File: config.mk
export PLATFORM = sky130hd
export DESIGN_NAME = seg_scan_decoder_flat
export DESIGN_NICKNAME = d
export VERILOG_FILES = /design/src/rtl/seg_scan_decoder_if.sv /design/src/rtl/seg_scan_decoder.sv /design/src/flat_wrapper.sv
export SDC_FILE = /design/constraint.sdc
export NUM_CORES = 1
export LEC_CHECK = 0
export BUFFER_PORTS_ARGS = -buffer_cell sky130_fd_sc_hd__buf_2
export CORE_AREA = 2 2 85 95
export DETAILED_ROUTE_END_ITERATION = 16
export DIE_AREA = 0 0 87 97
export PLACE_DENSITY = 0.78
export SLEW_MARGIN = 40
export SYNTH_ARGS = -nofsm -noshare
export SYNTH_HDL_FRONTEND = slang
export SYNTH_SLANG_ARGS = --single-unit
File: constraint.sdc
create_clock -name clk -period 2.05 [get_ports clk]
set_input_delay 0.1025 -clock clk [delete_from_list [all_inputs] [get_ports clk]]
set_output_delay 0.1025 -clock clk [all_outputs]
set_load 0.01 [all_outputs]
File: src/rtl/seg_scan_decoder_if.sv
// Pin-level bundle between a multiplexed 7-segment display driver and the scan decoder.
// The master side (tester/display) drives the pins and the slave side (decoder) reports captured frames.
interface seg_scan_decoder_if;
   logic [6:0]  seg_in;
   logic [3:0]  an_in;
   logic        led_in;
   logic [15:0] digits;
   logic [3:0]  blank;
   logic [3:0]  err;
   logic        frame_valid;
   logic        led_rise;

   modport master (
      output seg_in, an_in, led_in,
      input  digits, blank, err, frame_valid, led_rise
   );

   modport slave (
      input  seg_in, an_in, led_in,
      output digits, blank, err, frame_valid, led_rise
   );
endinterface

File: src/rtl/seg_scan_decoder.sv
// Watches a scanned, active-low 4-digit 7-segment display and rebuilds the shown digits.
// A digit is captured once its pattern has been stable long enough; a full set of four is committed as a frame.
module seg_scan_decoder #(
   parameter int unsigned STABLE_CYCLES = 4
) (
   input logic clk,
   input logic rst_n,
   seg_scan_decoder_if.slave bus
);

   localparam logic [7:0] MAX_CNT = 8'(STABLE_CYCLES);

   logic [6:0]  s_seg, p_seg;
   logic [3:0]  s_an, p_an;
   logic [7:0]  cnt, cnt_next;
   logic        an_valid, same, capture;
   logic [1:0]  idx;
   logic [3:0]  nibble;
   logic        dec_blank, dec_err;
   logic [15:0] shadow_digits, digits;
   logic [3:0]  shadow_blank, shadow_err, blank, err, seen;
   logic        frame_valid;
   logic        led_s1, led_s2, led_d, led_rise;
   logic [2:0]  led_ok;

   always_comb begin
      an_valid = 1'b1;
      idx      = 2'd0;
      case (s_an)
         4'b1110: idx = 2'd0;
         4'b1101: idx = 2'd1;
         4'b1011: idx = 2'd2;
         4'b0111: idx = 2'd3;
         default: an_valid = 1'b0;
      endcase
   end

   always_comb begin
      nibble    = 4'hE;
      dec_blank = 1'b0;
      dec_err   = 1'b0;
      case (s_seg)
         7'h40: nibble = 4'h0;
         7'h79: nibble = 4'h1;
         7'h24: nibble = 4'h2;
         7'h30: nibble = 4'h3;
         7'h19: nibble = 4'h4;
         7'h12: nibble = 4'h5;
         7'h02: nibble = 4'h6;
         7'h78: nibble = 4'h7;
         7'h00: nibble = 4'h8;
         7'h10: nibble = 4'h9;
         7'h7F: begin
            nibble    = 4'hF;
            dec_blank = 1'b1;
         end
         default: dec_err = 1'b1;
      endcase
   end

   // The counter can only pass through MAX_CNT-1 once per dwell because it saturates above it.
   always_comb begin
      same = ({s_an, s_seg} == {p_an, p_seg});
      if (!an_valid || !same)
         cnt_next = 8'd0;
      else if (cnt >= MAX_CNT)
         cnt_next = MAX_CNT;
      else
         cnt_next = cnt + 8'd1;
      capture = (cnt_next == (MAX_CNT - 8'd1));
   end

   always_ff @(posedge clk) begin
      if (!rst_n) begin
         s_seg         <= '0;
         s_an          <= '0;
         p_seg         <= '0;
         p_an          <= '0;
         cnt           <= '0;
         shadow_digits <= 16'hFFFF;
         shadow_blank  <= 4'b1111;
         shadow_err    <= 4'b0000;
         seen          <= 4'b0000;
         digits        <= 16'hFFFF;
         blank         <= 4'b1111;
         err           <= 4'b0000;
         frame_valid   <= 1'b0;
      end else begin
         s_seg       <= bus.seg_in;
         s_an        <= bus.an_in;
         p_seg       <= s_seg;
         p_an        <= s_an;
         cnt         <= cnt_next;
         frame_valid <= (seen == 4'b1111);
         if (capture) begin
            shadow_digits[{idx, 2'b00} +: 4] <= nibble;
            shadow_blank[idx]                <= dec_blank;
            shadow_err[idx]                  <= dec_err;
         end
         // Commit reads the shadow before this edge's capture lands, so a coinciding capture starts the next frame.
         if (seen == 4'b1111) begin
            digits <= shadow_digits;
            blank  <= shadow_blank;
            err    <= shadow_err;
            seen   <= capture ? ~s_an : 4'b0000;
         end else if (capture) begin
            seen <= seen | ~s_an;
         end
      end
   end

   // led_ok tracks how far real samples have propagated since reset, so a line held high through reset is not an edge.
   always_ff @(posedge clk) begin
      if (!rst_n) begin
         led_s1   <= 1'b0;
         led_s2   <= 1'b0;
         led_d    <= 1'b0;
         led_ok   <= 3'b000;
         led_rise <= 1'b0;
      end else begin
         led_s1   <= bus.led_in;
         led_s2   <= led_s1;
         led_d    <= led_s2;
         led_ok   <= {led_ok[1:0], 1'b1};
         led_rise <= led_s2 & ~led_d & led_ok[2];
      end
   end

   assign bus.digits      = digits;
   assign bus.blank       = blank;
   assign bus.err         = err;
   assign bus.frame_valid = frame_valid;
   assign bus.led_rise    = led_rise;

endmodule

File: src/flat_wrapper.sv
// flat-port wrapper written by rule: the top's interface ports become plain ports
module seg_scan_decoder_flat 
#(
   parameter int unsigned STABLE_CYCLES = 4
)
  (clk, rst_n, bus_seg_in, bus_an_in, bus_led_in, bus_digits, bus_blank, bus_err, bus_frame_valid, bus_led_rise);
  seg_scan_decoder_if bus_i ();
  input logic clk;
  input logic rst_n;
  input wire logic [$bits(bus_i.seg_in)-1:0] bus_seg_in;
  input wire logic [$bits(bus_i.an_in)-1:0] bus_an_in;
  input wire logic [$bits(bus_i.led_in)-1:0] bus_led_in;
  output wire logic [$bits(bus_i.digits)-1:0] bus_digits;
  output wire logic [$bits(bus_i.blank)-1:0] bus_blank;
  output wire logic [$bits(bus_i.err)-1:0] bus_err;
  output wire logic [$bits(bus_i.frame_valid)-1:0] bus_frame_valid;
  output wire logic [$bits(bus_i.led_rise)-1:0] bus_led_rise;
  assign bus_i.seg_in = bus_seg_in;
  assign bus_i.an_in = bus_an_in;
  assign bus_i.led_in = bus_led_in;
  assign bus_digits = bus_i.digits;
  assign bus_blank = bus_i.blank;
  assign bus_err = bus_i.err;
  assign bus_frame_valid = bus_i.frame_valid;
  assign bus_led_rise = bus_i.led_rise;
  seg_scan_decoder #(.STABLE_CYCLES(STABLE_CYCLES)) u_core (.clk(clk), .rst_n(rst_n), .bus(bus_i));
endmodule
-- After elaboration in Yosys (flattened, before gate mapping)
Cells that the tools add are included.
- mux-type cells: 16
- add/subtract/negate cells: 2
- shift operators: 2
- $lt $le $gt $ge: 3
- bitwise logic cells: 5
- equality and inequality tests: 17
- reductions and logical operators: 8
- operators by type and width (kind ; count):
    4-bit case mux with 11 select lines ; 1
    7-bit equality test (second input constant) ; 4
    7-bit by 5-bit equality test with 1-bit output (second input constant) ; 3
    16-bit bitwise mux ; 1
    4-bit equality test (second input constant) ; 4
    8-bit two-way mux ; 2
    4-bit by 6-bit variable shift with 16-bit output (first input constant) ; 1
    4-bit by 6-bit indexed part select with 16-bit output ; 1
    7-bit by 6-bit equality test with 1-bit output (second input constant) ; 2
    4-bit two-way mux ; 3
    11-bit equality test ; 1
    11-bit OR reduction ; 1
    8-bit by 1-bit adder with 8-bit output (second input constant) ; 1
    4-bit bitwise mux ; 2
    8-bit by 2-bit equality test with 1-bit output (second input constant) ; 1
    8-bit by 3-bit >= comparator with 1-bit output (second input constant) ; 1
    7-bit by 2-bit equality test with 1-bit output (second input constant) ; 1
    7-bit zero test ; 1
    4-bit negator with 6-bit output ; 1
    2-bit case mux with 3 select lines ; 1
    1-bit two-way mux ; 5
    4-bit by 3-bit equality test with 1-bit output (second input constant) ; 1
    4-bit NOT ; 1
    4-bit OR ; 1
    10 further kinds ; 12
- input bits: 14
- bits in registers: 90
- logic and storage cells: 72

-- Longest topological paths before layout
Gate-level depths: netlist of run 1.
- depth in word-level cells: 9
- mapped depth: 9

-- Least setup slack after synthesis of run 1
Ideal clock, no wire load.
- path kind: flip-flop to flip-flop
- start: register u_core.cnt[0]
- end: register u_core.shadow_digits[12]
- arrival time: 1.851 ns
- buffers on the path: 1
- setup slack: 0.053 ns
- stages on the path, launching flop included: 9
- period minus slack after synthesis: 1.997 ns
- required time: 1.904 ns
- library setup time: 0.146 ns
- cell sequence: dfxtp_1 > inv_1 > ha_1 > inv_1 > or4_4 > nor3_4 > and2_1 > buf_4 > o221ai_1
- longest elaborated chain between the ends: 4
- elaborated cells on any way between the ends: 5
- those cells by class: add/sub: 1; order compare: 1; eq/ne: 1; mux: 2
- ends and longest elaborated chain (element ; RTL line ; RTL):
    start, declared ; seg_scan_decoder.sv:15 ; logic [7:0] cnt, cnt_next;
    start signal, assigned ; seg_scan_decoder.sv:93 ; cnt <= cnt_next;
    8-bit by 1-bit adder with 8-bit output or 8-bit by 3-bit >= comparator with 1-bit output (tied branches) ; seg_scan_decoder.sv:69, seg_scan_decoder.sv:66 ;
    8-bit two-way mux (*) ; seg_scan_decoder.sv:66 ; else if (cnt >= MAX_CNT)
    8-bit two-way mux (*) ; seg_scan_decoder.sv:64 ; if (!an_valid || !same)
    8-bit by 2-bit equality test with 1-bit output (*) ; seg_scan_decoder.sv:70 ; capture = (cnt_next == (MAX_CNT - 8'd1));
    end signal, assigned by index ; seg_scan_decoder.sv:96 ; shadow_digits[{idx, 2'b00} +: 4] <= nibble;
    end, declared ; seg_scan_decoder.sv:20 ; logic [15:0] shadow_digits, digits;
Every way passes the cells marked *; elsewhere a longest branch is shown, timed or not.
A chain may end at the register's enable or synchronous reset.

-- Worst setup path in the final report of run 1
- start: register u_core.cnt[1]
- end: register u_core.shadow_digits[1]
The elaborated chain is that of the path after synthesis.

==> results.ini, run 1 <==
[run_status]
status = completed

[floorplan]
num_io_pins = 40
die_width_microns = 87
die-area_sq_um = 8440
start_util_pct = 49.2
die_y_microns = 97
coreArea_sq_um = 7390
rows = 33

[job]
drv_cap = 0

[detailed_routing]
vias = 2733
finalWirelength_mm = 6.69
viasPerCell = 5.04
wire_per_inst_microns = 12.3
drc = 0
antenna_left = 0
dr.pass1.iters = 4
drtIter0Drc = 127

[sta]
timing_hold_violations_final = 0
final-max-slew-violation-count = 0
grt_setup_unrepaired = yes
fin_ws_ns = 0.0377
fin_crit_ns = 2.01
setup_viol = 0
tightest_slew_ns = 0.669
timing.fmax_ghz = 0.497
finalHoldWorstSlack_ns = 0.227
fin_crit_sh_pct = 98.2
slew_headroom_pct = 55.4
fin_worst_skew_ns = 0.0107

[finish]
layout.nets = 472
drive_above_1_share_pct = 25.9
most-common-layout-cells = 83 x dfxtp_1, 52 x nand2_1, 39 x buf_2
areaGrowthSynthToFinish_pct = 21.6
final_common_cell = dfxtp_1
fin_area_sq_um = 4420
diodes = 0

[yosys]
syn_inst = 387
synth_seq_area_share_pct = 49.5
yosysUniqueCellTypes = 54
avgSynthCellArea_sq_um = 9.40
ys_top_cells_by_area = dfxtp_1 50%, and2_1 6.0%, nand2_1 5.4%, xor2_1 3.4%, o211ai_1 3.3%
synth_largest_area_cell = dfxtp_1
synth_edf_count = 0
mappedNetlistArea_sq_um = 3640
synth_ff_type = dfxtp_1
ys_ff_latch = 90
async_reset_ff_share_pct = 0
ys.warnings.count = 0
synth_top_cell_area_share_pct = 49.5

[clock_tree]
cts_tree = done
cts_buffer_depth = 2
clockRootBuffer = clkbuf_8
cts-htree-levels = 3
cts.sinks = 90
path_clk_slew_ns = 0.09
worstSkewPairLatency_ns = 0.36
numCtsBuffers = 9

[setup_path]
criticalPathCategory = flop to flop
critPathMaxStageDelay_ns = 0.58
endpoint_kind = flop
path_buf_inv = 2
cp_slowest_cell = or4_4
start_kind = flop
cp.arrival_ns = 2.24
cpLargestDelayFamily = simple AND/OR/NAND/NOR gates
path_cells = inv_2 -> ha_4 -> inv_2 -> or4_4 -> nor3_4 -> mux2i_1 -> nand2_1
crit_required_ns = 2.28
cpMostUsedCell = inv_2
crit_fanout = 6

[pwr]
power_uw = 3340
irDropWorstVdd_mv = 0.474
power_switching_uw = 735
pwr_density_cell_nw_per_um2 = 756
p_leak_uw = 0.00202
internal-power_uw = 2610
power_frac_seq_pct = 53.9
p_sw_share_pct = 22.0
combPwrFrac_pct = 6.6
power_frac_clock_pct = 39.5

[global_route]
grt_usage_pct = 16.7
grt_pass1_vias = 2485
antenna_found_initial = 0
grt_pass1_wl_mm = 11.1
grt_overflow_total = 0
grt_max_degree = 44

[placed_design]
hpwlAfterDp_mm = 4.66
gp_congestion = 0.824
port_buffers = 39
dp_slack_ns = -0.0865
place_area_sq_um = 3970

[min_path]
hp-class = primary input to flop

cells in the mapped netlist (3+ instances only):
cell,count
buf_2,6
inv_1,22
o211ai_1,16
xor2_1,14
nor2b_1,3
nand2b_1,3
nand4_1,5
and2_1,35
dfxtp_1,90
a21oi_1,9
o21ai_0,21
a21boi_0,4
mux2i_1,8
clkbuf_1,14
nor3_1,5
nor4_1,4
nand3_1,14
nand2_1,52
ha_1,8
nor2_1,8
o221ai_1,4
worst register-to-register path: cells and delay by family (launching register included):
kind | cells | cell delay (ns)
and+or+nand+nor | 3 | 1.00
DFF | 1 | 0.34
adders and majority gates | 1 | 0.25
muxes | 1 | 0.23
buffers and inverters | 2 | 0.08
path summary, 6_finish.rpt:
| check | to | start | depth (start not counted) | slack [ns] |
|---|---|---|---|---|
| hold / removal | u_core.led_ok[0] | rst_n | 1 | 0.23 |
| setup / recovery | u_core.shadow_digits[1] | u_core.cnt[1] | 7 | 0.04 |
| setup reg to reg | u_core.shadow_digits[1] | u_core.cnt[1] | 7 | 0.04 |
| hold reg to reg | u_core.led_s2 | u_core.led_s1 | 1 | 0.44 |
sequential cells by signal, indices dropped and copies added (netlist names), 7 cells and up:
signal and cells:
u_core.shadow_digits 16, u_core.p_seg 7, u_core.cnt 8, u_core.s_seg 7, u_core.bus.digits 16
metal layers:
metal  part of all wire, %  global-route usage [%]
met5                     0                       0
met4                   2.4                    9.01
met3                   3.9                    4.86
met2                    48                    25.5
met1                    46                    20.9
final cells by class:
class | count | area [sq um]
repair buffers | 71 | 465
well taps | 87 | 109
clock buffers | 10 | 138
fillers | 604 | 2970
multi-input cells | 256 | 1730
clock inverters | 6 | 90.1
inverters | 22 | 82.6
flip-flops and latches | 90 | 1810
metrics by stage:
stage	util [%]	TNS (ns)	cells
floorplan	-	0	391
global placement	53.7	0	511
detailed placement	53.7	-0.802	511
CTS	58.5	0	539
global route	59.9	-0.310	542
finish	59.9	0	542
what timing repair did:
| item | in CTS | in global routing |
|---|---|---|
| pin swaps | 4 | 9 |
| hold buffers | 12 | 0 |
| endpoints found under the setup margin | 20 | 22 |
| setup buffers | 0 | 3 |
| endpoints found under the hold margin | 12 | 0 |
| gates cloned | 0 | 0 |
| resized for setup | 5 | 20 |
power groups by stage:
stage	registers (uW)	logic (uW)	clock network (uW)
after CTS	1800	205	1350
after global placement	1840	182	0
after floorplan	1830	138	0
after global routing	1810	245	1430
after detailed placement	1840	186	0
final	1800	221	1320
cells by family after synthesis:
| logic type | share of synthesized area, % |
|---|---|
| AOI/OAI and AO/OA | 13.2 |
| xor gates and xnor gates | 3.37 |
| adders and majority gates | 2.75 |
| buffers and inverters | 5.44 |
| DFF | 49.5 |
| muxes | 2.20 |
| other | 0.103 |
| and+or+nand+nor | 23.4 |
Power figures use the tool's default switching activity.
==> run 2, diff against run 1 <==
Settings changed: PLACE_DENSITY 0.78 to 0.75.
Clock period 2.05 ns to 2.25 ns, I/O delays scaled along.
==> run 2 against run 1 <==
Die area stayed put. First-iteration DRC count is 40% lower. Critical path depth stayed put. Fmax is 5.2% lower. Cell area is 4.3% lower. Sequential cell count stayed put. Setup slack better by 0.090 ns. Non-clock buffer count is 12 lower. Sequential share of layout area is 1.7 points higher. Highest routed layer unchanged.
==> results.ini, run 2 (synthesis gave the netlist of run 1 again) <==
[pwr]
irDropWorstVdd_mv = 0.477
pwr_density_cell_nw_per_um2 = 692
p_leak_uw = 0.00193

[clock_tree]
cts_buffer_depth = 2
clockRootBuffer = clkbuf_8
numCtsBuffers = 9
path_clk_slew_ns = 0.09
cts-htree-levels = 3
cts_tree = done
cts.sinks = 90
post_cts_buffers = 0
worstSkewPairLatency_ns = 0.37

[setup_path]
endpoint_kind = flop
start_kind = flop
criticalPathCategory = flop to flop
crit_required_ns = 2.46
cp.arrival_ns = 2.33
crit_fanout = 6

[sta]
slew_headroom_pct = 53.6
timing.fmax_ghz = 0.471
grt_setup_unrepaired = no
tightest_slew_ns = 0.696
fin_worst_skew_ns = 0.0137
fin_crit_ns = 2.12
setup_viol = 0
fin_ws_ns = 0.128
fin_crit_sh_pct = 94.3
final-max-slew-violation-count = 0
finalSetupTns_ns = 0
timing_hold_violations_final = 0

[detailed_routing]
viasPerCell = 5.13
vias = 2718
drc = 0
drtIter0Drc = 76
antenna_left = 0
dr.pass1.iters = 5
wire_per_inst_microns = 12.8
finalWirelength_mm = 6.77

[finish]
multi_input_comb_area_sq_um = 1660
nFillCells = 650
areaGrowthSynthToFinish_pct = 16.4
final_cells = 530
drive_above_1_share_pct = 20.3
layout.nets = 460
ff_latch_area_sq_um = 1810
reg_top3 = u_core.bus.digits (16), u_core.shadow_digits (16), u_core.cnt (8)
fin_util_pct = 57.3
final_common_cell = dfxtp_1
most-common-layout-cells = 87 x dfxtp_1, 52 x nand2_1, 39 x buf_2
diodes = 0

[global_route]
grt_usage_pct = 16.9
antenna_found_initial = 0
grt_max_degree = 45
grt_pass1_wl_mm = 11.4
grt_overflow_total = 0
grt_pass1_vias = 2516

[min_path]
hp-class = primary input to flop

[job]
drv_cap = 0

[floorplan]
num_io_pins = 40
coreArea_sq_um = 7390
die_width_microns = 87
rows = 33
start_util_pct = 49.2
die-area_sq_um = 8440
die_y_microns = 97

[placed_design]
post-place-cells = 502
port_buffers = 39
dp_slack_ns = 0.0589
hpwlAfterDp_mm = 4.61
gp_congestion = 0.797

[run_status]
status = completed

## run 2: cell types whose count changed in the layout (fill, tap and decap cells not counted), sizes merged
cell and change:
buf -12, inv +2, bufinv -1, clkbuf -1, clkinv -1, clkinvlp +1
## run 2: metrics by stage
step	total power (uW)	hold WS [ns]	area [sq um]
after floorplan	1790	0.140	3650
after global placement	1830	0.318	3900
after detailed placement	1840	0.321	3900
after CTS	2960	0.229	4220
after global routing	3050	0.285	4240
final	2930	0.257	4240
## run 2: path summary, 6_finish.rpt
path	cells past startpoint	slack (ns)	start	to
worst min register to register	1	0.44	u_core.led_ok[1]	u_core.led_ok[2]
worst max-delay path	7	0.13	u_core.cnt[0]	u_core.shadow_digits[12]
worst min-delay path	2	0.26	rst_n	u_core.bus.digits[3]
worst max register to register	7	0.13	u_core.cnt[0]	u_core.shadow_digits[12]
## run 2: critical path: stages, from the launching register on
cell,delay [ns]
dfxtp_1,0.38
inv_1,0.06
ha_1,0.27
inv_1,0.05
or4_4,0.58
nor3_4,0.25
and2_2,0.24
o221ai_1,0.14
## run 2: timing repair
action                                  4_1_cts  5_1_grt
gates resized for setup                       0        7
endpoints found under the hold margin        12        0
endpoints found under the setup margin        0       28
hold buffers                                 12        0
## run 2: power breakdown
part           internal [uW]  switching, uW  total (uW)
Combinational           85.5           87.5         173
Sequential              1620           27.8        1650
Clock                    520            590        1110
Total                   2230            706        2930
## run 2: area by class of cell
type	instances	share of cell area, %
multi-input combinational	256	39.3
inverter	22	1.95
clock buffer	9	2.92
tap	87	2.57
sequential	90	42.6
clock inverter	7	1.80
timing repair buffer	59	8.86
## run 2: routing by layer
layer	share of wire (%)	GRT usage, %	vias up	wire, microns
li1	-	-	1413	-
met3	2.7	3.16	9	181
met5	0	0	-	0
met4	1.8	7.69	0	119
met2	48	27.7	43	3280
met1	47	21.4	1253	3190
